**config.mk**
```make
export PLATFORM = sky130hd
export DESIGN_NAME = image_sender
export DESIGN_NICKNAME = d
export VERILOG_FILES = /design/src/rtl/image_sender.sv
export SDC_FILE = /design/constraint.sdc
export NUM_CORES = 1
export LEC_CHECK = 0
export CAP_MARGIN = 20
export CORE_ASPECT_RATIO = 1.2
export CORE_MARGIN = 3
export CORE_UTILIZATION = 39
export CTS_CLUSTER_SIZE = 20
export DETAILED_ROUTE_END_ITERATION = 12
export GPL_TIMING_DRIVEN = 0
export RECOVER_POWER = 25
export SLEW_MARGIN = 0
export SYNTH_ARGS = -nofsm -noshare
export SYNTH_HDL_FRONTEND = slang
export SYNTH_SLANG_ARGS = --single-unit
```
**constraint.sdc**
```tcl
create_clock -name avm_clk -period 3.21 [get_ports avm_clk]
set_clock_uncertainty 0.05 [all_clocks]
set_input_delay 0.8025 -clock avm_clk [delete_from_list [all_inputs] [get_ports avm_clk]]
set_output_delay 0.8025 -clock avm_clk [all_outputs]
set_load 0.05 [all_outputs]
```
**src/rtl/image_sender.sv**
```systemverilog
// Pixel UART transmitter: buffers 24-bit RGB pixels and writes them MSB-first, one byte
// at a time, to the RS232 UART core over Avalon-MM, polling STATUS.TX_OK before each byte.
module image_sender #(
  parameter int DEPTH = 4,
  parameter int CNT_W = 16
) (
  input  logic             avm_clk,
  input  logic             avm_rst_n,
  input  logic [23:0]      i_data,
  input  logic             i_valid,
  output logic             o_ready,
  output logic             o_busy,
  output logic             o_done,
  output logic [CNT_W-1:0] o_pixel_cnt,
  output logic [4:0]       avm_address,
  output logic             avm_read,
  output logic             avm_write,
  output logic [31:0]      avm_writedata,
  input  logic [31:0]      avm_readdata,
  input  logic             avm_waitrequest
);

  localparam int PTR_W = (DEPTH > 1) ? $clog2(DEPTH) : 1;
  localparam logic [PTR_W:0] FULL_CNT = (PTR_W + 1)'(DEPTH);

  localparam logic [4:0] ADDR_TX     = 5'd4;
  localparam logic [4:0] ADDR_STATUS = 5'd8;
  localparam int         TX_OK_BIT   = 6;

  localparam logic [1:0] S_IDLE  = 2'd0;
  localparam logic [1:0] S_CHECK = 2'd1;
  localparam logic [1:0] S_WRITE = 2'd2;

  logic [23:0]      mem [DEPTH];
  logic [PTR_W-1:0] wr_ptr;
  logic [PTR_W-1:0] rd_ptr;
  logic [PTR_W:0]   count;
  logic             push;
  logic             pop;

  logic [1:0]       state;
  logic [23:0]      pix_r;
  logic [1:0]       byte_idx;
  logic             gap;
  logic [7:0]       tx_byte;
  logic             unused_rd;

  assign o_ready   = (count != FULL_CNT);
  assign o_busy    = (state != S_IDLE) || (count != '0);
  assign push      = i_valid & o_ready;
  assign pop       = (state == S_IDLE) && (count != '0);
  assign unused_rd = ^{avm_readdata[31:TX_OK_BIT+1], avm_readdata[TX_OK_BIT-1:0]};

  // NOTE: pixel storage has no reset; the pointers and count alone define what is valid.
  always_ff @(posedge avm_clk) begin
    if (push) mem[wr_ptr] <= i_data;
  end

  // NOTE: non-blocking assignments so every register samples pre-edge values.
  always_ff @(posedge avm_clk or negedge avm_rst_n) begin
    if (!avm_rst_n) begin
      wr_ptr <= '0;
      rd_ptr <= '0;
      count  <= '0;
    end else begin
      if (push) wr_ptr <= wr_ptr + PTR_W'(1);
      if (pop)  rd_ptr <= rd_ptr + PTR_W'(1);
      case ({push, pop})
        2'b10:   count <= count + (PTR_W + 1)'(1);
        2'b01:   count <= count - (PTR_W + 1)'(1);
        default: count <= count;
      endcase
    end
  end

  // NOTE: default assignment first so no latch is inferred for unlisted byte_idx values.
  always_comb begin
    tx_byte = pix_r[23:16];
    case (byte_idx)
      2'd1:    tx_byte = pix_r[15:8];
      2'd2:    tx_byte = pix_r[7:0];
      default: tx_byte = pix_r[23:16];
    endcase
  end

  // gap marks the mandatory idle cycle between one accepted command and the next.
  always_ff @(posedge avm_clk or negedge avm_rst_n) begin
    if (!avm_rst_n) begin
      state         <= S_IDLE;
      pix_r         <= '0;
      byte_idx      <= '0;
      gap           <= 1'b0;
      avm_read      <= 1'b0;
      avm_write     <= 1'b0;
      avm_address   <= ADDR_STATUS;
      avm_writedata <= '0;
      o_done        <= 1'b0;
      o_pixel_cnt   <= '0;
    end else begin
      o_done <= 1'b0;
      case (state)
        S_IDLE: begin
          if (pop) begin
            pix_r       <= mem[rd_ptr];
            byte_idx    <= 2'd0;
            state       <= S_CHECK;
            avm_read    <= 1'b1;
            avm_address <= ADDR_STATUS;
          end
        end
        S_CHECK: begin
          if (gap) begin
            gap         <= 1'b0;
            avm_read    <= 1'b1;
            avm_address <= ADDR_STATUS;
          end else if (avm_read && !avm_waitrequest) begin
            avm_read <= 1'b0;
            gap      <= 1'b1;
            if (avm_readdata[TX_OK_BIT]) state <= S_WRITE;
          end
        end
        S_WRITE: begin
          if (gap) begin
            gap           <= 1'b0;
            avm_write     <= 1'b1;
            avm_address   <= ADDR_TX;
            avm_writedata <= {24'b0, tx_byte};
          end else if (avm_write && !avm_waitrequest) begin
            avm_write <= 1'b0;
            if (byte_idx == 2'd2) begin
              state       <= S_IDLE;
              o_done      <= 1'b1;
              o_pixel_cnt <= o_pixel_cnt + CNT_W'(1);
            end else begin
              byte_idx <= byte_idx + 2'd1;
              state    <= S_CHECK;
              gap      <= 1'b1;
            end
          end
        end
        default: state <= S_IDLE;
      endcase
    end
  end

endmodule

```
==> out/metrics.yaml, run 1 <==
worst_slack_ns: 0.2096
start_util: 0.3982
fin_crit_ns: 3.000
cpPeakStageDelay_ns: 0.44
min_from: "o_pixel_cnt[15]$_DFFE_PN0P_"
dp_hpwl_mm: 9.030
cp_cell_sequence: "inv_1 -> ha_1 -> nor4b_4 -> inv_2 -> dlygate4sd2_1"
grt_pass1_wl_mm: 20.76
critPathLaunchType: "register"
r2r_end: "count[2]$_DFFE_PN0P_"
placed_area_sq_um: 7802
diodes: 0
grt_setup_unrepaired: "no"
max_freq_mhz: 333.3
synth_cell_types: 46
routed_via_density: 4.722
drive_gt1_frac: 0.1881
antenna_found_initial: 0
r2r_setup_slack_ns: 0.37
cts_buffer_depth: 2
yosysWarnings: 0
cts_buffers: 17
die_h_um: 150.0
io_buffers: 59
avgSynthCellArea_sq_um: 14.42
power_leakage_nw: 3.407
num_io_pins: 118
synth-edff-count: 96
cts_tree: "built"
finalMaxSlewViolations: 66
power_per_cell_area_nw_per_um2: 908.9
syn-instance-count: 467
vias: 3806
synthArstFlopShare: 0.4037
grt_max_degree: 66
violations: "capacitance limit, slew limit"
stdcell_area_sq_um: 8424
clock_latency_ns: 0.42
cp-end-kind: "output port"
vdd_drop_max_mv: 0.4145
syn_to_final_growth_pct: 25.06
wl_per_cell_um: 15.43
dp_slack_ns: 0.2898
row_count: 52
slew_headroom: -0.08777
grt_use_total: 0.1414
routabilityCongestion: 0.7268
clock_sinks: 161
nets: 650
hold_buffers: 0
critPathRequiredTime_ns: 2.36
outcome: "finished, violations left"
maxCapViolCount: 1
die_area_sq_um: 18890
htreeDepth: 4
ys_ff_latch: 161
setup_tns_ns: 0
fp.dieW_um: 126.0
critPathArrivalTime_ns: 2.15
postRouteAntennaNets: 0
wl_mm: 12.44
cp_top_family: "buffers and inverters"
period_share: 0.9347
hold_ws_ns: 0.4304
min_to: "o_pixel_cnt[15]$_DFFE_PN0P_"
syn_area_sq_um: 6736
reg2reg_from: "state[0]$_DFFE_PN0P_"
setup_viol: 0
synthFlopType: "edfxtp_1"
drc: 0
hold_viol_final: 0
path_clk_slew_ns: 0.06
drt-pass1-iter-count: 5
fp.coreArea_sq_um: 16920
critPathMaxFanout: 6
min_path_type: "reg -> reg"
drt_iter0_markers: 162
cp_slowest_cell: "dlygate4sd2_1"
crit_buf_inv: 3
path_class: "reg -> out"
seq_area_frac_synth: 0.6696
r2r_cells: 11
whs_path_depth: 1
root_buffer: "clkbuf_16"
overflow: 0
worstMarginPinSlew_ns: 1.632
grt_pass1_vias: 4024
-- power breakdown --
part	leakage (nW)	switching, mW	internal [mW]
Sequential	1.71	0.266	2.77
Combinational	1.41	1.50	1.05
Clock	0.289	0.834	1.24
-- placed cells by master, fill, tap and decap left out, types with 4 or more instances in the layout --
cell	n
nand3_1	8
xor2_1	6
a22oi_1	9
nand2_1	97
buf_4	31
nor2_1	16
mux4_2	24
a21oi_1	11
dfrtp_1	64
buf_16	4
o21ai_0	12
edfxtp_1	96
inv_1	15
and3_1	6
clkdlybuf4s50_1	35
conb_1	27
ha_1	12
clkbuf_1	11
clkbuf_16	17
xnor2_1	14
dlygate4sd3_1	22
-- per-stage QoR --
stage,cells,utilization,power (mW)
floorplan,493,-,4.862
global placement,768,0.4549,5.528
detailed placement,772,0.4612,5.683
CTS,804,0.4973,7.773
global route,806,0.4980,8.129
finish,806,0.4980,7.657
-- synth_stat cells, drive strengths merged, types with 2 or more instances --
cell | instances | area share
dfrtp | 64 | 0.24
mux2 | 3 | 0.0050
nand2 | 97 | 0.054
edfxtp | 96 | 0.43
mux4 | 24 | 0.080
nand3 | 8 | 0.0059
nor2 | 16 | 0.0089
nor4b | 2 | 0.0048
clkbuf | 11 | 0.0063
ha | 12 | 0.022
nand4 | 3 | 0.0028
and3 | 6 | 0.0056
a22oi | 9 | 0.010
buf | 33 | 0.036
o21ai | 13 | 0.010
xnor2 | 14 | 0.018
inv | 17 | 0.0095
nor3 | 4 | 0.0063
a21oi | 12 | 0.0095
xor2 | 7 | 0.010
-- sequential cells by signal, summed over array words and instances (netlist names), 2 cells and up --
signal / count
avm_writedata: 8
rd_ptr: 2
mem: 96
state: 2
wr_ptr: 2
count: 3
byte_idx: 2
pix_r: 24
avm_address: 2
o_pixel_cnt: 16
-- kinds of logic (layout without fill, tap and decap cells) --
| family | count (synthesis) | count (layout) | share of synthesized area |
|---|---|---|---|
| other cells | 1 | 27 | 0.0005567 |
| flops | 161 | 161 | 0.6696 |
| buf+inv | 61 | 158 | 0.05201 |
| mux | 28 | 28 | 0.08674 |
| xor+xnor | 21 | 21 | 0.02842 |
| fa+ha+maj | 13 | 13 | 0.02526 |
| simple gates | 141 | 141 | 0.09751 |
| compound gates | 41 | 41 | 0.03993 |
-- repair_timing --
item	CTS	global route
setup buffers	0	2
endpoints found under the setup margin	1	1
gates resized for setup	1	0
-- how the worst max path moves through the flow --
| stage | start | end | slack (ns) | cells after the start |
|---|---|---|---|---|
| finish | state[0]$_DFFE_PN0P_ | o_busy | 0.21 | 5 |
| detailed placement | state[0]$_DFFE_PN0P_ | o_busy | 0.29 | 5 |
| floorplan | count[0]$_DFFE_PN0P_ | count[2]$_DFFE_PN0P_ | 0.65 | 10 |
| global route | state[1]$_DFFE_PN0P_ | o_busy | 0.04 | 5 |
| CTS | state[0]$_DFFE_PN0P_ | o_busy | 0.11 | 5 |
| global placement | avm_rst_n | wr_ptr[1]$_DFFE_PN0P_ | -0.86 | 1 |
-- metal layers --
| metal | GRT usage | share of wire | vias to the layer above |
|---|---|---|---|
| met4 | 0.05472 | 0.0097 | 0 |
| li1 | - | - | 1839 |
| met2 | 0.2449 | 0.52 | 78 |
| met1 | 0.1705 | 0.43 | 1880 |
| met3 | 0.03534 | 0.039 | 9 |
| met5 | 0 | 0 | - |
-- area by class of cell --
cell class                 instances  area, sq um
fill                            1491         8492
sequential                       161         4511
multi-input combinational        271         1973
timing repair buffer              65        709.4
clock buffer                      18        429.2
buffer                            44        286.5
tap                              216        270.3
clock inverter                    14        181.4
inverter                          17        63.81
Power figures use the tool's default switching activity.
==> inputs of run 2 (changes only) <==
--- a/config.mk
+++ b/config.mk
@@ -5,7 +5,6 @@
 export SDC_FILE = /design/constraint.sdc
 export NUM_CORES = 1
 export LEC_CHECK = 0
-export CAP_MARGIN = 20
 export CORE_ASPECT_RATIO = 1.2
 export CORE_MARGIN = 3
 export CORE_UTILIZATION = 39
==> out/metrics.yaml, run 2 (same netlist as run 1, synthesis figures left out) <==
violations: "capacitance limit, slew limit"
grt_pass1_vias: 3972
reg2reg_from: "state[0]$_DFFE_PN0P_"
critPathLaunchType: "register"
diodes: 0
path_clk_slew_ns: 0.06
grt_setup_unrepaired: "no"
finalMaxSlewViolations: 66
switching_share: 0.3492
grt.busiest_layer: "met2"
cp-end-kind: "output port"
met3_usage: 0.03285
maxCapViolCount: 1
postRouteAntennaNets: 0
routabilityCongestion: 0.7268
power_leakage_nw: 3.331
fp.coreArea_sq_um: 16920
hold_ws_ns: 0.4243
drt-pass1-iter-count: 4
met1_usage: 0.1735
start_util: 0.3982
routed_via_density: 4.716
top_register: "mem"
fp.dieW_um: 126.0
global_route.usage.met2: 0.2338
path_class: "reg -> out"
critPathRequiredTime_ns: 2.36
reg.largest.list: "mem x96, pix_r x24, o_pixel_cnt x16"
critPathMaxFanout: 6
max_freq_mhz: 329.0
vias: 3773
grt_pass1_wl_mm: 20.38
drt_iter0_markers: 172
fin_crit_ns: 3.039
cts_buffers: 17
critPathArrivalTime_ns: 2.19
syn_to_final_growth_pct: 22.64
io_buffers: 59
num_io_pins: 118
dp_hpwl_mm: 8.421
clock_sinks: 161
clock_latency_ns: 0.42
worstMarginPinSlew_ns: 1.613
antenna_found_initial: 0
grt_use_total: 0.1393
placedCellCount: 768
largest_reg_flops: 96
drc: 0
layout.cells.non_filler: 800
nets: 644
endpoint: "o_busy"
power.share.combinational: 0.329
r2r_cells: 11
cts_setup_buffers: 0
die_h_um: 150.0
wl_mm: 12.15
row_count: 52
wl_per_cell_um: 15.19
critPathLaunch: "state[0]$_DFFE_PN0P_"
slew_headroom: -0.07529
vdd_drop_max_mv: 0.4327
period_share: 0.9469
grt_max_degree: 66
root_buffer: "clkbuf_16"
drive_gt1_frac: 0.1815
pwr-share-seq: 0.410
r2r_setup_slack_ns: 0.34
layout_common_cells: "97 x nand2_1, 96 x edfxtp_1, 64 x dfrtp_1"
hold_buffers: 0
internal_power_mw: 4.834
setup_viol: 0
clock_power_share: 0.261
layout_commonest_cell: "nand2_1"
cts_tree: "built"
cts_buffer_depth: 2
min_path_type: "reg -> reg"
hold_viol_final: 0
htreeDepth: 4
overflow: 0
power_per_cell_area_nw_per_um2: 899.0
outcome: "finished, violations left"
die_area_sq_um: 18890
r2r_end: "count[2]$_DFFE_PN0P_"
switchingPower_mw: 2.594
==> run 2: cell count changes in the layout (fill, tap and decap cells not counted), sizes merged <==
cell,change
bufinv,-2
buf,-6
dlygate4sd3,+1
clkbuf,-1
inv,+3
clkdlybuf4s50,-1
==> run 2: final cells by class <==
cell class,count,area (sq um)
Sequential cell,161,4511
Timing Repair Buffer,59,584.3
Fill cell,1510,8655
Clock buffer,17,425.4
Buffer,44,286.5
Multi-Input combinational cell,271,1974
Clock inverter,15,146.4
Tap cell,216,270.3
Inverter,17,63.81
==> run 2: how the worst min path moves through the flow <==
stage | cells after the start | slack [ns] | endpoint | from
after floorplan | 2 | 0.40 | pix_r[16]$_DFFE_PN0P_ | pix_r[16]$_DFFE_PN0P_
after global placement | 2 | 0.41 | pix_r[16]$_DFFE_PN0P_ | pix_r[16]$_DFFE_PN0P_
after detailed placement | 2 | 0.41 | pix_r[21]$_DFFE_PN0P_ | pix_r[21]$_DFFE_PN0P_
after CTS | 2 | 0.43 | pix_r[21]$_DFFE_PN0P_ | pix_r[21]$_DFFE_PN0P_
after global routing | 1 | 0.44 | o_pixel_cnt[15]$_DFFE_PN0P_ | o_pixel_cnt[15]$_DFFE_PN0P_
final | 1 | 0.42 | o_pixel_cnt[15]$_DFFE_PN0P_ | o_pixel_cnt[15]$_DFFE_PN0P_
==> run 2: what timing repair did <==
item                                    4_1_cts  5_1_grt
gates resized for setup                       1        0
endpoints found under the hold margin         0        0
endpoints found under the setup margin        1        0
==> run 2: power groups by stage <==
stage | logic, mW | clock network [mW] | registers (mW)
floorplan | 1.66 | 0 | 3.20
global placement | 2.46 | 0 | 3.07
detailed placement | 2.50 | 0 | 3.09
CTS | 2.51 | 1.99 | 3.05
global route | 2.73 | 2.07 | 3.10
finish | 2.44 | 1.94 | 3.04
==> run 2: per-layer routing <==
metal | part of all wire | vias up
met5 | 0 | -
met4 | 0.018 | 0
met3 | 0.039 | 17
met2 | 0.51 | 80
met1 | 0.43 | 1854
li1 | - | 1822
==> run 2: per-stage QoR <==
stage	cell area [sq um]	utilization	TNS, ns	total power [mW]	worst slack (ns)
6_report	8262	0.4884	0	7.427	0.1705
5_1_grt	8262	0.4884	0	7.905	0.02137
4_1_cts	8263	0.4885	0	7.555	0.1025
3_5_place_dp	7692	0.4547	0	5.598	0.2856
3_3_place_gp	7695	0.4549	-55.10	5.528	-0.8635
2_1_floorplan	6834	-	0	4.862	0.6494
==> run 2: critical path: stages (launching register included) <==
cell and delay (ns):
dfrtp_1 0.41, inv_1 0.10, ha_1 0.31, nor4b_4 0.36, inv_2 0.13, dlygate4sd2_1 0.45
==> inputs of run 3 (changes only) <==
--- a/config.mk
+++ b/config.mk
@@ -5,12 +5,12 @@
 export SDC_FILE = /design/constraint.sdc
 export NUM_CORES = 1
 export LEC_CHECK = 0
+export CAP_MARGIN = 20
 export CORE_ASPECT_RATIO = 1.2
 export CORE_MARGIN = 3
 export CORE_UTILIZATION = 39
 export CTS_CLUSTER_SIZE = 20
 export DETAILED_ROUTE_END_ITERATION = 12
-export GPL_TIMING_DRIVEN = 0
 export RECOVER_POWER = 25
 export SLEW_MARGIN = 0
 export SYNTH_ARGS = -nofsm -noshare
==> out/metrics.yaml, run 3 (same netlist as run 1, synthesis figures left out) <==
outcome: "finished, violations left"
violations: "capacitance limit, slew limit"
drt-pass1-iter-count: 4
cp_top_family: "buffers and inverters"
hold_ws_ns: 0.4312
grt_pass1_wl_mm: 20.20
cts_tree: "built"
r2r_setup_slack_ns: 0.94
reg.largest.list: "mem x96, pix_r x24, o_pixel_cnt x16"
syn_to_final_growth_pct: 20.17
clock_latency_ns: 0.42
postRouteAntennaNets: 0
path_class: "reg -> out"
diodes: 0
largest_reg_flops: 96
htreeDepth: 4
vdd_drop_max_mv: 0.4268
fp.coreArea_sq_um: 16920
critPathMaxFanout: 6
critPathLaunchType: "register"
grt_use_total: 0.1386
antenna_found_initial: 0
num_io_pins: 118
cp-end-kind: "output port"
die_h_um: 150.0
vias: 3681
crit_buf_inv: 3
start_util: 0.3982
overflow: 0
power_per_cell_area_nw_per_um2: 928.8
worstMarginPinSlew_ns: 1.896
clock_sinks: 161
routabilityCongestion: 0.7618
fin_crit_ns: 3.020
critPathArrivalTime_ns: 2.17
fillers: 1486
hold_viol_final: 0
row_count: 52
drc: 0
critPathRequiredTime_ns: 2.36
wl_per_cell_um: 15.82
min_path_type: "reg -> reg"
period_share: 0.9408
layout_common_cells: "97 x nand2_1, 96 x edfxtp_1, 64 x dfrtp_1"
finalMaxSlewViolations: 33
maxCapViolCount: 1
totalPowerFinal_mw: 7.519
grt_setup_unrepaired: "no"
power_leakage_nw: 3.200
routed_via_density: 4.812
drt_iter0_markers: 213
slew_headroom: -0.2637
setup_viol: 0
max_freq_mhz: 331.1
dp_hpwl_mm: 7.895
nets: 609
drive_gt1_frac: 0.1421
cpPeakStageDelay_ns: 0.45
path_clk_slew_ns: 0.07
top_register: "mem"
fp.dieW_um: 126.0
io_buffers: 59
grt_pass1_vias: 3943
root_buffer: "clkbuf_16"
grt_max_degree: 34
wl_mm: 12.11
cp_slowest_cell: "dlygate4sd2_1"
setup_tns_ns: 0
cts_buffer_depth: 2
cts_buffers: 17
cp_cell_sequence: "inv_1 -> ha_1 -> nor4b_4 -> inv_2 -> dlygate4sd2_1"
layout_commonest_cell: "nand2_1"
die_area_sq_um: 18890
run 3: cell types whose count changed in the layout (fill, tap and decap cells not counted), moves of 2 or more:
cell / delta
clkdlybuf4s50_1: +9
buf_4: -22
inv_6: -3
clkbuf_1: -9
clkinv_4: -3
bufinv_16: +2
dlygate4sd3_1: -9
buf_2: -3
clkbuf_2: -2
run 3: area by class of cell:
| cell class | instances | area (sq um) | area share |
|---|---|---|---|
| clock buffers | 17 | 425.4 | 0.05255 |
| well taps | 216 | 270.3 | 0.03338 |
| multi-input cells | 271 | 1973 | 0.2437 |
| repair buffers | 68 | 670.6 | 0.08284 |
| clock inverters | 15 | 181.4 | 0.02241 |
| flip-flops and latches | 161 | 4511 | 0.5572 |
| inverters | 17 | 63.81 | 0.007883 |
run 3: repair_timing:
item,4_1_cts,5_1_grt
setup endpoints to repair,1,0
buffers inserted,0,0
hold buffers,0,0
gates resized for setup,1,0
run 3: metrics by stage:
| stage | instances | cell area [sq um] | util | setup WS, ns |
|---|---|---|---|---|
| floorplan | 493 | 6834 | - | 0.6494 |
| detailed placement | 732 | 7476 | 0.4419 | 0.3331 |
| global route | 765 | 8095 | 0.4786 | 0.06597 |
| finish | 765 | 8095 | 0.4786 | 0.1901 |
| CTS | 764 | 8082 | 0.4777 | 0.1578 |
| global placement | 732 | 7476 | 0.4419 | 0.3646 |
run 3: path summary, 6_finish.rpt:
| kind | from | endpoint | cells after the start |
|---|---|---|---|
| max reg2reg | count[0]$_DFFE_PN0P_ | count[2]$_DFFE_PN0P_ | 10 |
| max in group asynchronous | avm_rst_n | pix_r[5]$_DFFE_PN0P_ | 1 |
| min | pix_r[22]$_DFFE_PN0P_ | pix_r[22]$_DFFE_PN0P_ | 2 |
| max | state[1]$_DFFE_PN0P_ | o_busy | 5 |
| min in group asynchronous | avm_rst_n | o_pixel_cnt[14]$_DFFE_PN0P_ | 1 |
| min reg2reg | pix_r[22]$_DFFE_PN0P_ | pix_r[22]$_DFFE_PN0P_ | 2 |
run 3: tightest hold or removal path: cells and delay by family, from the launching register on:
kind          cells  cell delay [ns]
flops             1             0.35
simple gates      2             0.10
run 3: routing by layer:
layer | vias up | wire length [um] | part of all wire | track usage
li1 | 1749 | - | - | -
met1 | 1834 | 5379 | 0.44 | 0.1757
met2 | 83 | 6053 | 0.50 | 0.2295
met3 | 15 | 455 | 0.038 | 0.03570
met4 | 0 | 216 | 0.018 | 0.05365
met5 | - | 0 | 0 | 0
run 3: power by group:
| group | switching, mW | internal, mW | total, mW |
|---|---|---|---|
| sequential | 0.273 | 2.78 | 3.05 |
| combinational | 1.46 | 0.956 | 2.42 |
| clock | 0.818 | 1.23 | 2.05 |
